$ cat config.mk
export PLATFORM = sky130hd
export DESIGN_NAME = data_assembly_register
export DESIGN_NICKNAME = d
export VERILOG_FILES = /design/src/rtl/data_assembly_register.sv
export SDC_FILE = /design/constraint.sdc
export NUM_CORES = 1
export LEC_CHECK = 0
export ABC_CLOCK_PERIOD_IN_PS = 2200
export CORE_AREA = 5 5 64 78
export CTS_CLUSTER_SIZE = 40
export DETAILED_ROUTE_END_ITERATION = 10
export DIE_AREA = 0 0 69 83
export PLACE_DENSITY = 0.84
export SKIP_LAST_GASP = 1
export SYNTH_ARGS = -nofsm -noshare
export SYNTH_HDL_FRONTEND = slang
export SYNTH_SLANG_ARGS = --single-unit
$ cat constraint.sdc
create_clock -name Clock -period 2.2 [get_ports Clock]
set_input_delay 0.44 -clock Clock [delete_from_list [all_inputs] [get_ports Clock]]
set_output_delay 0.44 -clock Clock [all_outputs]
set_load 0.02 [all_outputs]
$ cat src/rtl/data_assembly_register.sv
// data_assembly_register: assembles WIDTH-bit words from LANE-bit chunks with lane count and overrun flag
module data_assembly_register #(
  parameter int WIDTH = 32,
  parameter int LANE = 8,
  localparam int NLANES = WIDTH / LANE,
  localparam int CW = $clog2(NLANES + 1)
) (
  input  logic             Clock,
  input  logic             Reset,
  input  logic [LANE-1:0]  I,
  input  logic [2:0]       FunSel,
  input  logic             E,
  input  logic             Ack,
  output logic [WIDTH-1:0] DROut,
  output logic [CW-1:0]    Count,
  output logic             Full,
  output logic             Overrun
);
  if (WIDTH % LANE != 0 || WIDTH < 2 * LANE) begin : g_bad_params
    $error("WIDTH must be a multiple of LANE and at least 2*LANE");
  end
  logic [WIDTH-1:0] r_data, w_data;
  logic [CW-1:0]    r_count, w_count, w_base;
  logic             r_ovr, w_ovr, w_sat;
  assign w_base = Ack ? '0 : r_count;
  assign w_sat  = w_base == CW'(NLANES);
  // next-state: Ack drops the count unless the op sets it; shift-in at full saturates and flags overrun
  always_comb begin
    w_data  = r_data;
    w_count = w_base;
    w_ovr   = r_ovr;
    if (E)
      case (FunSel)
        3'b000: begin
          w_data  = {{(WIDTH-LANE){I[LANE-1]}}, I};
          w_count = CW'(1);
        end
        3'b001: begin
          w_data  = {{(WIDTH-LANE){1'b0}}, I};
          w_count = CW'(1);
        end
        3'b010: begin
          w_data  = {r_data[WIDTH-LANE-1:0], I};
          w_count = w_sat ? CW'(NLANES) : w_base + CW'(1);
          w_ovr   = r_ovr | w_sat;
        end
        3'b011: begin
          w_data  = {I, r_data[WIDTH-1:LANE]};
          w_count = w_sat ? CW'(NLANES) : w_base + CW'(1);
          w_ovr   = r_ovr | w_sat;
        end
        3'b100: w_data = {r_data[WIDTH-LANE-1:0], r_data[WIDTH-1:WIDTH-LANE]};
        3'b101: w_data = {r_data[LANE-1:0], r_data[WIDTH-1:LANE]};
        3'b110: begin
          w_data  = '0;
          w_count = '0;
          w_ovr   = 1'b0;
        end
        default: ;
      endcase
  end
  // state registers with asynchronous clear
  always_ff @(posedge Clock or posedge Reset)
    if (Reset) begin
      r_data  <= '0;
      r_count <= '0;
      r_ovr   <= 1'b0;
    end else begin
      r_data  <= w_data;
      r_count <= w_count;
      r_ovr   <= w_ovr;
    end
  assign DROut   = r_data;
  assign Count   = r_count;
  assign Full    = r_count == CW'(NLANES);
  assign Overrun = r_ovr;
endmodule

### Word level (Yosys, flattened, before mapping)

Index checks and enable logic that the tools add are counted.
W data, S select, Z words.

* bits in registers: 36
* bits of input ports: 15
* output and inout port bits: 37
* word-level logic and storage cells: 26

* add/sub/neg operators: 1
* eq/ne operators: 8
* mux-type cells: 6
* bitwise operators: 1
* reductions and logical operators: 7

Operators by type and width (number)
* $pmux W32 S7: 1
* $eq A3 B3 Y1 const B: 5
* $mux W3: 3
* $pmux W3 S3: 1
* $reduce_bool A7 Y1: 1
* $eq A3 B2 Y1 const B: 2
* $reduce_and A2 Y1: 2
* $reduce_or A2 Y1: 2
* $add A3 B1 Y3 const B: 1
* $eq A3 B1 Y1 const B: 1
* $logic_not A3 Y1: 1
* $pmux W1 S2: 1
* $reduce_bool A2 Y1: 1
* $or A1 B1 Y1: 1

### Logic depth before layout (Yosys ltp)

* depth in word-level cells: 5
* gate-level depth with buffers: 7
* gate-level depth less buffers: 6

### Worst setup path before layout

No wires, ideal clock.

* path kind: reg2reg
* start: register r_count[1], in the netlist Count[1]
* end: register r_count[0], in the netlist Count[0]
* library setup time: 0.101 ns
* arrival: 1.386 ns
* data required time: 2.099 ns
* slack: 0.713 ns
* stages on the path, launching flop included: 7
* path buffers: 0
* clock period less this slack: 1.487 ns
* path through: dfrtp_1 nor2b_1 inv_1 ha_1 and2_1 o21a_1 o32ai_1

* word-level cells in the longest chain between the ends: 5

Ends and longest elaborated chain
* start, declared: line 23 `logic [CW-1:0] r_count, w_count, w_base;`
* start signal, assigned: line 70 `r_count <= w_count;`
* $mux W3: line 25 `assign w_base = Ack ? '0 : r_count;`
* $eq A3 B3 Y1: line 26 `assign w_sat = w_base == CW'(NLANES);`
* $mux W3: line 44, 49
* $pmux W3 S3: line 33 `case (FunSel)`
* $mux W3: line 32 `if (E)`
* via w_count[0]: line 23

The timed path passes the listed nets, and every way through them passes these cells.
A chain may end at the register's enable or synchronous reset.

### Final worst setup path

* start: register r_count[1], in the netlist Count[1]
* end: output Full

* word-level cells in the longest chain between the ends: 1

Ends and longest elaborated chain
* $eq A3 B3 Y1: line 75 `assign Full = r_count == CW'(NLANES);`
* end, declared: line 16 `output logic Full,`

Every way passes these cells.

==> impl_metrics.py <==
metrics = {
    "logic_synthesis": {
        "synth_seq_cells": 36,
        "synth_edf_count": 0,
        "yosys.area.top_type": "dfrtp_1",
        "synthesis.area_per_instance_um2": 9.34,
        "synth-seq-area-share": 0.414,
        "synth_cell_types": 35,
        "syn-instance-count": 233,
        "synthArstFlopShare": 1.00,
        "synthFlopType": "dfrtp_1",
        "syn_nets": 250,
        "synth_area_um2": 2180,
        "ys_top_cells_by_area": "dfrtp_1 (41%), mux2i_1 (7.4%), o22a_1 (6.8%), nor2_1 (5.7%), o21ai_0 (5.1%)",
        "synth_top_area_share": 0.414,
        "yosysWarnings": 0,
    },
    "setup_path": {
        "cp-end-kind": "output pin",
        "startpoint_type": "flip-flop",
        "rr_startpoint": "Count[1]",
        "timing.rr.end": "Count[0]",
        "critPathArrivalTime_ns": 1.51,
        "cp_cell_sequence": "nor3b_1 > clkdlybuf4s50_1",
        "worstPathRequired_ns": 1.76,
        "crit_end": "Full",
        "path_class": "flip-flop to output pin",
        "cpPeakStageDelay_ns": 0.63,
        "critPathSlowestCell": "clkdlybuf4s50_1",
        "reg2reg_depth": 6,
        "r2r_slack_ns": 0.73,
        "cp_max_fo": 3,
        "crit_start": "Count[1]",
    },
    "clocking": {
        "ctsLongestPathBuffers": 2,
        "cts_tree": "yes",
        "cts_buffers": 5,
        "path_clk_slew_ns": 0.07,
        "htreeDepth": 2,
        "cts_resized": 0,
        "cts_setup_buffers": 0,
        "clock_sinks": 36,
        "cts-root-buf": "clkbuf_8",
        "clk-insertion-delay-late_ns": 0.29,
        "cts_hold_buf": 0,
    },
    "finish": {
        "area_delta_synth_final_pct": 32.9,
        "drive_gt1_frac": 0.100,
        "final_common_cell": "clkdlybuf4s50_1",
        "post-route-util": 0.695,
        "num_antenna_cells": 0,
        "final_cell_mix": "clkdlybuf4s50_1 (50), dfrtp_1 (36), nor2_1 (33)",
        "final_nets": 306,
    },
    "power_and_ir_drop": {
        "powerDensity_nw_per_um2": 736,
        "irDropWorstVdd_mv": 0.510,
        "internal-power_mw": 1.40,
        "pwr-share-comb": 0.355,
        "power.switching_uw": 731,
        "pwr-share-clk": 0.229,
        "total_power_mw": 2.13,
        "power.leakage_nw": 1.21,
        "sw_frac_of_total": 0.344,
        "p_seq_frac": 0.416,
    },
    "die": {
        "num_rows": 26,
        "die_h_um": 83,
        "start_util": 0.523,
        "dieArea_um2": 5730,
        "ios": 52,
        "coreArea_um2": 4160,
        "dieWidth_um": 69,
    },
    "place": {
        "port_buffers": 51,
        "dp_hpwl_um": 3920,
        "pre_cts_slack_ns": 0.188,
        "gp_congestion": 0.828,
    },
    "sta": {
        "final.setup.tns_ns": 0,
        "period_share": 0.888,
        "clock-skew-final_ns": 0.00595,
        "setup_viol": 0,
        "period_needed_ns": 1.95,
        "relSlewSlack": 0.690,
        "drv_slew": 0,
        "final_hold_viol_count": 0,
        "rsz0062_at_grt": "false",
        "tightest_slew_ns": 0.465,
        "fin_ws_ns": 0.246,
        "fmax_mhz": 512,
    },
    "grt": {
        "grt_overflow_total": 0,
        "antenna_found_initial": 0,
        "grt_max_degree": 42,
        "track_usage": 0.207,
        "grt_pass1_wl_um": 9860,
        "grt_pass1_vias": 2032,
    },
    "run_status": {
        "outcome": "complete, no violations",
    },
    "route": {
        "drc": 0,
        "drtPass1Iterations": 4,
        "postRouteAntennaNets": 0,
        "viasPerCell": 5.92,
        "wire_per_inst_um": 16.7,
        "drt_iter0_drc": 156,
        "vias": 2049,
        "wl_um": 5760,
    },
    "flow_run": {
        "max_cap_violations": 0,
    },
    "min_path": {
        "hold_path_class": "input pin to asynchronous set/reset pin",
    },
}
[metal layers]
layer  track usage  vias up  part of all wire
met5             0        -                 0
met4        0.0870        0             0.029
met3        0.0435       14             0.061
met2         0.341       94              0.50
met1         0.262      967              0.41
li1              -      974                 -
[critical path, delay by kind of cell (launching register included)]
kind	cells	cell delay [ns]
buffers and inverters	1	0.63
flip-flops	1	0.39
AND/OR/NAND/NOR	1	0.20
[worst min-delay path by stage]
stage / endpoint / slack [ns] / cells past startpoint
after floorplan: DROut[31] / 0.57 / 1
after global placement: Overrun / 0.51 / 2
after detailed placement: Overrun / 0.55 / 2
after CTS: Overrun / 0.56 / 2
after global routing: Overrun / 0.57 / 2
final: Count[2] / 0.56 / 3
[kinds of logic after synthesis]
kind of cell	Yosys count	synth area share
AOI/OAI and AO/OA	94	0.306
xor gates and xnor gates	1	0.0126
adders and majority gates	2	0.0115
buffers and inverters	24	0.0615
DFF	36	0.414
muxes	16	0.0736
and+or+nand+nor	60	0.121
[flip-flops by register name, summed over array words and instances, names as in the netlist]
signal   count
Count        3
DROut       32
Overrun      1
[final cells by class]
type / count / area, um^2
fill: 362 / 1270
multi-input combinational: 173 / 1140
sequential: 36 / 901
timing repair buffer: 68 / 671
clock buffer: 8 / 90.1
tap: 56 / 70.1
inverter: 5 / 18.8
[power groups by stage]
stage | logic [mW] | clock network [mW] | registers, mW
5_1_grt | 0.813 | 0.530 | 0.903
3_3_place_gp | 0.745 | 0 | 0.894
2_1_floorplan | 0.305 | 0 | 0.997
4_1_cts | 0.760 | 0.491 | 0.885
3_5_place_dp | 0.756 | 0 | 0.895
6_report | 0.755 | 0.488 | 0.886
[per-stage QoR]
stage,cells,area [um^2],hold WS [ns]
6_report,346,2890,0.557
2_1_floorplan,233,2180,0.568
3_5_place_dp,338,2800,0.547
5_1_grt,346,2890,0.570
3_3_place_gp,338,2800,0.514
4_1_cts,346,2890,0.562
[cell usage after synthesis (5+ instances only)]
library cell   n
o22a_1        17
a21oi_1       18
mux2i_1       16
inv_1          5
nor2_1        33
buf_2          9
o21ai_0       22
dfrtp_1       36
o32a_1         7
a22oi_1        7
a22o_1         7
nand2_1       12
o211ai_1       8
Note: power is estimated with default switching activity, not from simulation.
